<file path="config.mk">
export PLATFORM = sky130hd
export DESIGN_NAME = spi_cmd_scheduler_flat
export DESIGN_NICKNAME = d
export VERILOG_FILES = /design/src/rtl/spi_pkg.sv /design/src/rtl/spi_cmd_scheduler_if.sv /design/src/rtl/spi_rr_arbiter.sv /design/src/rtl/spi_cmd_scheduler.sv /design/src/flat_wrapper.sv
export SDC_FILE = /design/constraint.sdc
export NUM_CORES = 1
export LEC_CHECK = 0
export BUFFER_PORTS_ARGS = -buffer_cell sky130_fd_sc_hd__buf_2
export CAP_MARGIN = 20
export CORE_MARGIN = 1.5
export CORE_UTILIZATION = 46
export CTS_CLUSTER_SIZE = 14
export DETAILED_ROUTE_END_ITERATION = 10
export PLACE_DENSITY = 0.68
export SLEW_MARGIN = 30
export SYNTH_ARGS = -nofsm -noshare
export SYNTH_HDL_FRONTEND = slang
export SYNTH_HIERARCHICAL = 1
export SYNTH_SLANG_ARGS = --single-unit
</file>
<file path="constraint.sdc">
create_clock -name clk -period 6 [get_ports clk]
set_input_delay 1.2 -clock clk [delete_from_list [all_inputs] [get_ports clk]]
set_output_delay 1.2 -clock clk [all_outputs]
set_load 0.05 [all_outputs]
</file>
<file path="src/rtl/spi_pkg.sv">
// Shared state encoding, flash opcodes and byte-count helper for the SPI command scheduler.
package spi_pkg;

  typedef enum logic [2:0] {
    IDLE,
    CS_SETUP,
    OPCODE,
    ADDR,
    DATA,
    GAP
  } state_t;

  localparam logic [7:0] OP_RDID = 8'h9F;
  localparam logic [7:0] OP_READ = 8'h03;
  localparam logic [7:0] OP_RDSR = 8'h05;
  localparam logic [7:0] OP_WREN = 8'h06;

  localparam int CNT_W    = 7;
  localparam int OP_CYC   = 16;
  localparam int ADDR_CYC = 48;

  // Byte counts above four collapse onto four.
  function automatic logic [2:0] eff_count(input logic [2:0] n);
    return (n > 3'd4) ? 3'd4 : n;
  endfunction

endpackage

</file>
<file path="src/rtl/spi_cmd_scheduler_if.sv">
// Requester-side bus of the SPI command scheduler: two requesters with packed per-requester fields.
interface spi_cmd_scheduler_if;
  logic [1:0]  req;
  logic [15:0] op;
  logic [47:0] addr;
  logic [1:0]  has_addr;
  logic [5:0]  nbytes;
  logic [1:0]  gnt;
  logic [1:0]  done;
  logic [31:0] rdata;
  logic        busy;

  modport master (output req, op, addr, has_addr, nbytes,
                  input  gnt, done, rdata, busy);
  modport slave  (input  req, op, addr, has_addr, nbytes,
                  output gnt, done, rdata, busy);
endinterface

</file>
<file path="src/rtl/spi_rr_arbiter.sv">
// Two-way arbiter; round-robin by default, fixed priority to requester 0 when
// SPI_SCHED_FIXED_PRIO_EN is defined.
module spi_rr_arbiter (
  input  logic       clk,
  input  logic       reset,
  input  logic [1:0] req,
  input  logic       enable,
  output logic [1:0] gnt
);

`ifdef SPI_SCHED_FIXED_PRIO_EN
  always_comb begin
    gnt = 2'b00;
    if (enable) gnt = req[0] ? 2'b01 : {req[1], 1'b0};
  end
`else
  logic ptr;  // 1 = requester 1 wins the next tie

  always_comb begin
    gnt = 2'b00;
    if (enable) begin
      if (req == 2'b11) gnt = ptr ? 2'b10 : 2'b01;
      else              gnt = req;
    end
  end

  always_ff @(posedge clk or posedge reset)
    if (reset)     ptr <= 1'b0;
    else if (|gnt) ptr <= gnt[0];
`endif

endmodule

</file>
<file path="src/rtl/spi_cmd_scheduler.sv">
// SPI mode-0 flash command sequencer: opcode, optional 24-bit address, up to 4 read bytes.
// Arbitration mode selected by SPI_SCHED_FIXED_PRIO_EN (see spi_rr_arbiter).
module spi_cmd_scheduler
  import spi_pkg::*;
#(
  parameter int CS_GAP = 2
) (
  input  logic                 clk,
  input  logic                 reset,
  spi_cmd_scheduler_if.slave   bus,
  output logic                 SPICLK,
  output logic                 SPIMOSI,
  input  logic                 SPIMISO,
  output logic                 chip_select
);

  state_t             state;
  logic [CNT_W-1:0]   cnt;
  logic [CNT_W-1:0]   data_len;
  logic [1:0]         gnt_r, done_r, arb_gnt;
  logic [31:0]        rdata_r, tx, rx;
  logic               busy_r, sclk, cs_n, ha;
  logic [2:0]         nbyte;

  logic               sel;
  logic [7:0]         op_sel;
  logic [23:0]        addr_sel;
  logic               ha_sel;
  logic [2:0]         nb_sel;

  spi_rr_arbiter u_arb (
    .clk    (clk),
    .reset  (reset),
    .req    (bus.req),
    .enable (state == IDLE),
    .gnt    (arb_gnt)
  );

  assign sel      = arb_gnt[1];
  assign op_sel   = sel ? bus.op[15:8]    : bus.op[7:0];
  assign addr_sel = sel ? bus.addr[47:24] : bus.addr[23:0];
  assign ha_sel   = sel ? bus.has_addr[1] : bus.has_addr[0];
  assign nb_sel   = sel ? bus.nbytes[5:3] : bus.nbytes[2:0];
  assign data_len = {nbyte, 4'h0} - CNT_W'(1);

  always_ff @(posedge clk or posedge reset) begin
    if (reset) begin
      state   <= IDLE;
      cnt     <= '0;
      gnt_r   <= '0;
      done_r  <= '0;
      rdata_r <= '0;
      busy_r  <= 1'b0;
      sclk    <= 1'b0;
      cs_n    <= 1'b1;
      tx      <= '0;
      rx      <= '0;
      ha      <= 1'b0;
      nbyte   <= '0;
    end else begin
      done_r <= '0;
      case (state)
        IDLE: if (|arb_gnt) begin
          state  <= CS_SETUP;
          gnt_r  <= arb_gnt;
          busy_r <= 1'b1;
          cs_n   <= 1'b0;
          ha     <= ha_sel;
          nbyte  <= eff_count(nb_sel);
          tx     <= {op_sel, ha_sel ? addr_sel : 24'h0};
          rx     <= '0;
        end
        CS_SETUP: begin
          state <= OPCODE;
          cnt   <= CNT_W'(OP_CYC - 1);
          sclk  <= 1'b1;
        end
        OPCODE, ADDR, DATA: begin
          sclk <= ~sclk;
          // MOSI advances on the falling SPICLK; zeros shift in behind the command.
          if (sclk) tx <= {tx[30:0], 1'b0};
          if (cnt != '0) begin
            cnt <= cnt - CNT_W'(1);
            if (state == DATA && !sclk) rx <= {rx[30:0], SPIMISO};
          end else if (state == OPCODE && ha) begin
            state <= ADDR;
            cnt   <= CNT_W'(ADDR_CYC - 1);
          end else if (state != DATA && nbyte != 3'd0) begin
            state <= DATA;
            cnt   <= data_len;
            rx    <= {rx[30:0], SPIMISO};
          end else begin
            state   <= GAP;
            cnt     <= CNT_W'(CS_GAP - 1);
            sclk    <= 1'b0;
            cs_n    <= 1'b1;
            gnt_r   <= '0;
            done_r  <= gnt_r;
            rdata_r <= rx;
          end
        end
        GAP: begin
          if (cnt != '0) cnt <= cnt - CNT_W'(1);
          else begin
            state  <= IDLE;
            busy_r <= 1'b0;
          end
        end
        default: state <= IDLE;
      endcase
    end
  end

  assign bus.gnt     = gnt_r;
  assign bus.done    = done_r;
  assign bus.rdata   = rdata_r;
  assign bus.busy    = busy_r;
  assign SPICLK      = sclk;
  assign SPIMOSI     = tx[31];
  assign chip_select = cs_n;

endmodule

</file>
<file path="src/flat_wrapper.sv">
// flat-port wrapper written by rule: the top's interface ports become plain ports
module spi_cmd_scheduler_flat import spi_pkg::*;
#(
  parameter int CS_GAP = 2
)
  (clk, reset, SPICLK, SPIMOSI, SPIMISO, chip_select, bus_req, bus_op, bus_addr, bus_has_addr, bus_nbytes, bus_gnt, bus_done, bus_rdata, bus_busy);
  spi_cmd_scheduler_if bus_i ();
  input  logic clk;
  input  logic reset;
  output logic SPICLK;
  output logic SPIMOSI;
  input  logic SPIMISO;
  output logic chip_select;
  input wire logic [$bits(bus_i.req)-1:0] bus_req;
  input wire logic [$bits(bus_i.op)-1:0] bus_op;
  input wire logic [$bits(bus_i.addr)-1:0] bus_addr;
  input wire logic [$bits(bus_i.has_addr)-1:0] bus_has_addr;
  input wire logic [$bits(bus_i.nbytes)-1:0] bus_nbytes;
  output wire logic [$bits(bus_i.gnt)-1:0] bus_gnt;
  output wire logic [$bits(bus_i.done)-1:0] bus_done;
  output wire logic [$bits(bus_i.rdata)-1:0] bus_rdata;
  output wire logic [$bits(bus_i.busy)-1:0] bus_busy;
  assign bus_i.req = bus_req;
  assign bus_i.op = bus_op;
  assign bus_i.addr = bus_addr;
  assign bus_i.has_addr = bus_has_addr;
  assign bus_i.nbytes = bus_nbytes;
  assign bus_gnt = bus_i.gnt;
  assign bus_done = bus_i.done;
  assign bus_rdata = bus_i.rdata;
  assign bus_busy = bus_i.busy;
  spi_cmd_scheduler #(.CS_GAP(CS_GAP)) u_core (.clk(clk), .reset(reset), .bus(bus_i), .SPICLK(SPICLK), .SPIMOSI(SPIMOSI), .SPIMISO(SPIMISO), .chip_select(chip_select));
endmodule
</file>
==> impl_metrics.csv, run 1 <==
group,metric,value,unit
synth,synth-async-reset-ratio,100,%
clock_network,cts-htree-levels,4,
power_and_ir_drop,vdd_drop_max,0.000162,V
global_routing,gr-total-overflow,0,
job,maxCapViolations,0,
drt,vias,4574,
synth,synth_edf_count,0,
synth,ys_seq_area_share,49.2,%
clock_network,numCtsBuffers,17,
synth,synthMostInstantiatedCell,"dfrtp_1",
global_routing,grt_pass1_vias,4499,
drt,drtAntennaViolNets,0,
timing,finalWorstPathRequiredPeriod,3.27,ns
worst_setup_path,crit_path_end_kind,"flip-flop",
clock_network,cts_resized,0,
timing,fin_crit_sh,54.5,%
floorplanning,dieArea,13700,sq um
global_routing,grt_pass1_wl,22300,um
final_layout,n_fill_cell,1088,
floorplanning,die_y,117,um
clock_network,cts_buffer_depth,2,
synth,synthFlopType,"dfrtp_1",
synth,synth_nets,617,
place,dp_hpwl,8870,um
final_layout,finalNetCount,717,
timing,fmaxAchievable,306,MHz
clock_network,root_buffer,"clkbuf_16",
clock_network,cts.sinks,118,
synth,synth_area_leaders,"dfrtp_1 (49%), mux2i_1 (9.8%), mux2_2 (7.9%)",
final_layout,post-route-util,57.5,%
timing,worstMarginPinSlew,0.893,ns
floorplanning,die_x,117,um
power_and_ir_drop,power,1.90,mW
hold_path,min_path_type,"flip-flop to flip-flop",
clock_network,clkTransAtPathRegs,0.06,ns
drt,drt_first_pass_iters,4,
synth,synth_area,6010,sq um
synth,synthTopCellsByCount,"dfrtp_1 (117), mux2i_1 (59), mux2_2 (42), a21oi_1 (38), inv_1 (37)",
outcome,status,"complete, no violations",
place,gp_congestion,0.858,
synth,synth-seq-cells,118,
global_routing,antenna_found_initial,0,
synth,yosysWarnings,6,
timing,worst_slew_margin_rel,40.3,%
final_layout,n_antenna_cell,0,
floorplanning,ios,117,
drt,postRouteWirelength,13400,um
clock_network,cts_tree,"built",
drt,drt_iter0_drc,305,
power_and_ir_drop,p_leak,3.56,nW
timing,finalHoldViolations,0,
worst_setup_path,critPathMaxFanout,31,
clock_network,clock_latency,0.40,ns
clock_network,post-cts-setup-buffer-count,0,
synth,synthCells,536,
synth,ys_types,60,
synth,synth_area_leader_cell,"dfrtp_1",
global_routing,track_usage,20.8,%
synth,synth_top_area_share,48.8,%
worst_setup_path,path_class,"flip-flop to flip-flop",
synth,syn_area_per_cell,11.2,sq um
timing,setup_violations,0,
timing,fin_skew,0.0110,ns
global_routing,grt_max_degree,68,
timing,final_max_slew_viol_count,0,
worst_setup_path,reg2reg_slack,2.73,ns
timing,rsz0062_at_grt,"false",
worst_setup_path,start_kind,"flip-flop",
final_layout,area_delta_synth_final,21.4,%
worst_setup_path,arrival,3.55,ns
final_layout,drive_gt1_share,37.6,%
clock_network,ctsHoldBuffers,0,
worst_setup_path,worstPathRequired,6.28,ns
power_and_ir_drop,powerDensity,260,nW/um^2
floorplanning,core,12700,sq um
drt,drc,0,
floorplanning,fp-row-count,41,
place,port_buffers,116,
floorplanning,initial_core_util,47.4,%
drt,wl_per_cell,16.4,um
drt,via_per_inst,5.57,
timing,fin_setup_tns,0,ns
-- state kept, by name, summed over array words and instances, names as in the netlist --
register            count
u_core/SPICLK           1
u_core/bus.busy         1
u_core/tx              32
u_core/bus.done         2
u_core/u_arb/ptr        1
u_core/chip_select      1
u_core/cnt              7
u_core/bus.rdata       32
u_core/bus.gnt          2
u_core/nbyte            3
u_core/state            3
u_core/ha               1
u_core/rx              32
-- per-stage QoR --
stage | cell area (sq um) | setup slack, ns | std cells | hold slack (ns)
finish | 7290 | 2.73 | 821 | 0.469
global route | 7290 | 2.38 | 821 | 0.480
CTS | 7290 | 2.74 | 821 | 0.471
detailed placement | 6690 | 2.75 | 789 | 0.462
global placement | 6660 | 2.83 | 788 | 0.453
floorplan | 6010 | 1.70 | 536 | 0.458
-- cells by family after synthesis --
kind of cell	count (synthesis)	share of synthesized area [%]
adder cells (fa/ha/maj)	4	0.833
AND/OR/NAND/NOR	87	8.83
AO/OA/AOI/OAI	146	17.3
flip-flops	118	49.2
multiplexers	101	17.7
buffers and inverters	80	6.19
-- layer usage --
layer	routed length [um]	GRT usage, %	vias up	part of all wire, %
li1	-	-	2172	-
met1	6170	28.8	2235	46
met2	6400	32.8	146	48
met3	630	4.84	21	4.7
met4	233	6.43	0	1.7
met5	0	0	-	0
-- layout by cell type, fill, tap and decap left out, drive strengths merged, types with 15 or more instances in the layout --
cell	count
inv	44
nor4	24
nand2	15
a21oi	39
mux2i	59
o21ai	35
a22o	32
buf	124
mux2	42
dfrtp	117
clkbuf	18
-- critical path, stage by stage, from the launching register on --
cell and delay (ns):
dfrtp_1 0.69, nor3_1 0.56, nand2_1 0.18, a21oi_1 0.21, o21ba_2 0.20, nand2_1 0.17
nand2_2 0.72, mux2_2 0.41
-- final timing paths --
path,depth (start not counted),from,endpoint
hold / removal,2,u_core/chip_select,u_core/chip_select
min in group asynchronous,2,reset,u_core/u_arb/ptr
hold reg to reg,2,u_core/chip_select,u_core/chip_select
setup / recovery,7,u_core/state[2],u_core/tx[28]
setup reg to reg,7,u_core/state[2],u_core/tx[28]
max in group asynchronous,3,reset,u_core/rx[28]
-- power by group --
group | leakage [nW] | switching, mW | total (mW) | internal [mW]
sequential | 1.54 | 0.00639 | 0.810 | 0.804
clock | 0.292 | 0.387 | 1.02 | 0.635
combinational | 1.73 | 0.0337 | 0.0636 | 0.0299
-- cell type report --
type                       count  area (sq um)  share of cell area (%)
timing repair buffer         124           661                    9.06
inverter                      37           141                    1.94
sequential                   118          2950                    40.5
multi-input combinational    338          2720                    37.3
tap                          172           215                    2.95
clock inverter                14           164                    2.25
clock buffer                  18           439                    6.02
No activity file was read; power rests on OpenSTA's default activity.
==> run 2: changes to the inputs <==
--- a/config.mk
+++ b/config.mk
@@ -5,6 +5,7 @@
 export SDC_FILE = /design/constraint.sdc
 export NUM_CORES = 1
 export LEC_CHECK = 0
+export ABC_AREA = 1
 export BUFFER_PORTS_ARGS = -buffer_cell sky130_fd_sc_hd__buf_2
 export CAP_MARGIN = 20
 export CORE_MARGIN = 1.5
==> constraint.sdc (replaced) <==
create_clock -name clk -period 3.05 [get_ports clk]
set_input_delay 0.61 -clock clk [delete_from_list [all_inputs] [get_ports clk]]
set_output_delay 0.61 -clock clk [all_outputs]
set_load 0.05 [all_outputs]
==> impl_metrics.csv, run 2 <==
group,metric,value,unit
outcome,status,"complete, no violations",
drt,wl_per_cell,12.5,um
timing,fmaxAchievable,410,MHz
power_and_ir_drop,vdd_drop_max,0.000693,V
final_layout,layout_common_cells,"nand2_1 (312), dfrtp_1 (117), buf_2 (116)",
global_routing,grt_pass1_vias,5185,
drt,postRouteWirelength,14000,um
power_and_ir_drop,powerDensity,966,nW/um^2
clock_network,cts_resized,0,
worst_setup_path,start_kind,"flip-flop",
timing,fin_skew,0.00494,ns
power_and_ir_drop,p_int,4.27,mW
final_layout,drive_gt1_share,20.0,%
power_and_ir_drop,p_leak,3.91,nW
timing,fin_setup_tns,0,ns
power_and_ir_drop,combPwrFrac,40.5,%
global_routing,grt_max_degree,68,
worst_setup_path,crit_path_end_kind,"flip-flop",
final_layout,layout_commonest_cell,"nand2_1",
synth,synthFlopType,"dfrtp_1",
synth,synthAdderAreaFrac,0.808,%
place,dp_hpwl,9160,um
job,maxCapViolations,0,
timing,setup_violations,0,
synth,ys_seq_area_share,47.7,%
floorplanning,dieArea,14200,sq um
synth,synth-seq-cells,118,
timing,worstMarginPinSlew,0.693,ns
floorplanning,die_x,119,um
synth,synth_area,6190,sq um
final_layout,finalNetCount,1008,
synth,synthTopCellsByCount,"nand2_1 (312), dfrtp_1 (117), nor2_1 (72), inv_1 (65), o21ai_0 (56)",
global_routing,antenna_found_initial,0,
power_and_ir_drop,clkPwrFrac,30.0,%
synth,synth-async-reset-ratio,100,%
synth,yosysWarnings,6,
clock_network,cts.sinks,118,
drt,met1_length,6800,um
clock_network,ctsHoldBuffers,0,
worst_setup_path,cp_slowest_cell,"dfrtp_1",
place,gp_congestion,0.815,
synth,synth_edf_count,0,
place,placedCellCount,1084,
drt,via_per_inst,4.87,
drt,vias,5433,
drt,drc,0,
power_and_ir_drop,swShare,41.1,%
worst_setup_path,cpLargestDelayFamily,"buffers and inverters",
clock_network,cts_buffer_depth,2,
hold_path,min_path_type,"input port to async pin",
timing,final_max_slew_viol_count,0,
final_layout,final_area,7490,sq um
drt,drtAntennaViolNets,0,
clock_network,clkTransAtPathRegs,0.05,ns
floorplanning,fp-row-count,42,
final_layout,instances_no_fill,1115,
synth,yosys.area_share.xor_xnor,0.566,%
worst_setup_path,cp.buffers_inverters,3,
worst_setup_path,path_cells,"inv_4 > nand2_4 > nor2_4 > nand2_1 > a21oi_2 > buf_4 > nand2_1 > nand2_1 > buf_4 > nand2_1 > nand2_1 > o21ai_0 > o21ai_0",
floorplanning,ios,117,
drt,met2WireLength,6240,um
synth,synthSimpleGateAreaFrac,32.2,%
synth,synth-compound-area-share,9.70,%
synth,synth_top_family_by_area,"simple AND/OR/NAND/NOR gates",
worst_setup_path,slowest_delay,0.52,ns
synth,synthMostInstantiatedCell,"nand2_1",
synth,synthCells,825,
drt,drt_first_pass_iters,7,
synth,synth.area.mux_share,0.323,%
global_routing,gr-total-overflow,0,
timing,fin_crit_sh,80.0,%
drt,dr_wl_met3,738,um
timing,finalWorstPathRequiredPeriod,2.44,ns
power_and_ir_drop,power_switching,2.97,mW
worst_setup_path,path_class,"flip-flop to flip-flop",
clock_network,root_buffer,"clkbuf_16",
final_layout,n_antenna_cell,0,
clock_network,clock_latency,0.41,ns
worst_setup_path,crit_top_cell,"nand2_1",
final_layout,area_delta_synth_final,21.0,%
clock_network,cts-htree-levels,4,
worst_setup_path,critPathMaxFanout,37,
synth,ys_types,38,
worst_setup_path,worstPathRequired,3.37,ns
power_and_ir_drop,power_frac_seq,29.4,%
timing,holdWs,0.0578,ns
worst_setup_path,crit_start,"u_core/state[2]",
global_routing,track_usage,21.5,%
floorplanning,die_y,119,um
synth,synth_nets,906,
final_layout,n_fill_cell,1249,
drt,dr.max_layer_used,"met4",
clock_network,post-cts-setup-buffer-count,0,
synth,synth_area_leaders,"dfrtp_1 (47%), nand2_1 (19%), o21ai_0 (4.5%)",
worst_setup_path,arrival,2.75,ns
worst_setup_path,reg2reg_from,"u_core/state[2]",
drt,drt_iter0_drc,370,
place,post_dp_cell_area,6850,sq um
synth,synth_area_leader_cell,"dfrtp_1",
global_routing,grt_pass1_wl,24500,um
synth,synth_top_area_share,47.3,%
synth,syn_area_per_cell,7.50,sq um
timing,rsz0062_at_grt,"false",
clock_network,cts_tree,"built",
clock_network,numCtsBuffers,17,
timing,finalHoldViolations,0,
timing,worst_slew_margin_rel,53.7,%
floorplanning,core,13200,sq um
place,port_buffers,116,
floorplanning,initial_core_util,46.9,%
## run 2: cell count changes after synthesis, sizes merged, moves of 7 or more
cell	change
nand2	+304
nor2	+71
o21ai	+70
mux2i	-57
mux2	-42
a22o	-32
inv	+32
nand4	+32
a21oi	-31
nand3	+24
nor4	-24
buf	+18
clkbuf	-15
nor3	-7
## run 2: power groups by stage
stage	logic (mW)	registers, mW	clock network, mW
floorplan	2.40	2.16	0
global placement	2.87	2.15	0
detailed placement	2.93	2.15	0
CTS	2.94	2.13	2.23
global route	3.35	2.17	2.30
finish	2.93	2.13	2.18
## run 2: area by class of cell
| class | count | area (sq um) | share of cell area [%] |
|---|---|---|---|
| clock inverter | 9 | 173 | 2.30 |
| timing repair buffer | 129 | 703 | 9.38 |
| sequential | 118 | 2950 | 39.4 |
| clock buffer | 22 | 474 | 6.33 |
| inverter | 70 | 269 | 3.59 |
| tap | 176 | 220 | 2.94 |
| multi-input combinational | 591 | 2700 | 36.0 |
## run 2: cells by family (layout without fill, tap and decap cells)
group                      after synthesis  in the layout
buffers and inverters                  116            230
AOI/OAI and AO/OA                      117            117
and+or+nand+nor                        464            464
DFF                                    118            118
xor gates and xnor gates                 4              4
muxes                                    2              2
adders and majority gates                4              4
## run 2: stage by stage
step	util (%)	total power, mW	setup slack, ns
3_5_place_dp	51.9	5.07	0.619
6_report	56.8	7.24	0.611
5_1_grt	56.8	7.82	0.317
4_1_cts	56.8	7.30	0.604
2_1_floorplan	-	4.56	1.01
3_3_place_gp	51.9	5.02	0.678
## run 2: worst paths after layout
kind | endpoint | depth (start not counted) | slack, ns
setup / recovery | u_core/tx[20] | 13 | 0.61
hold / removal | u_core/u_arb/ptr | 2 | 0.06
setup reg to reg | u_core/tx[20] | 13 | 0.61
hold reg to reg | u_core/chip_select | 2 | 0.46
max in group asynchronous | u_core/chip_select | 3 | 2.04
min in group clk | u_core/chip_select | 2 | 0.46
## run 2: layer usage
metal	global-route usage, %	up-vias
li1	-	2825
met1	29.1	2433
met2	33.4	159
met3	5.32	16
met4	8.28	0
met5	0	-
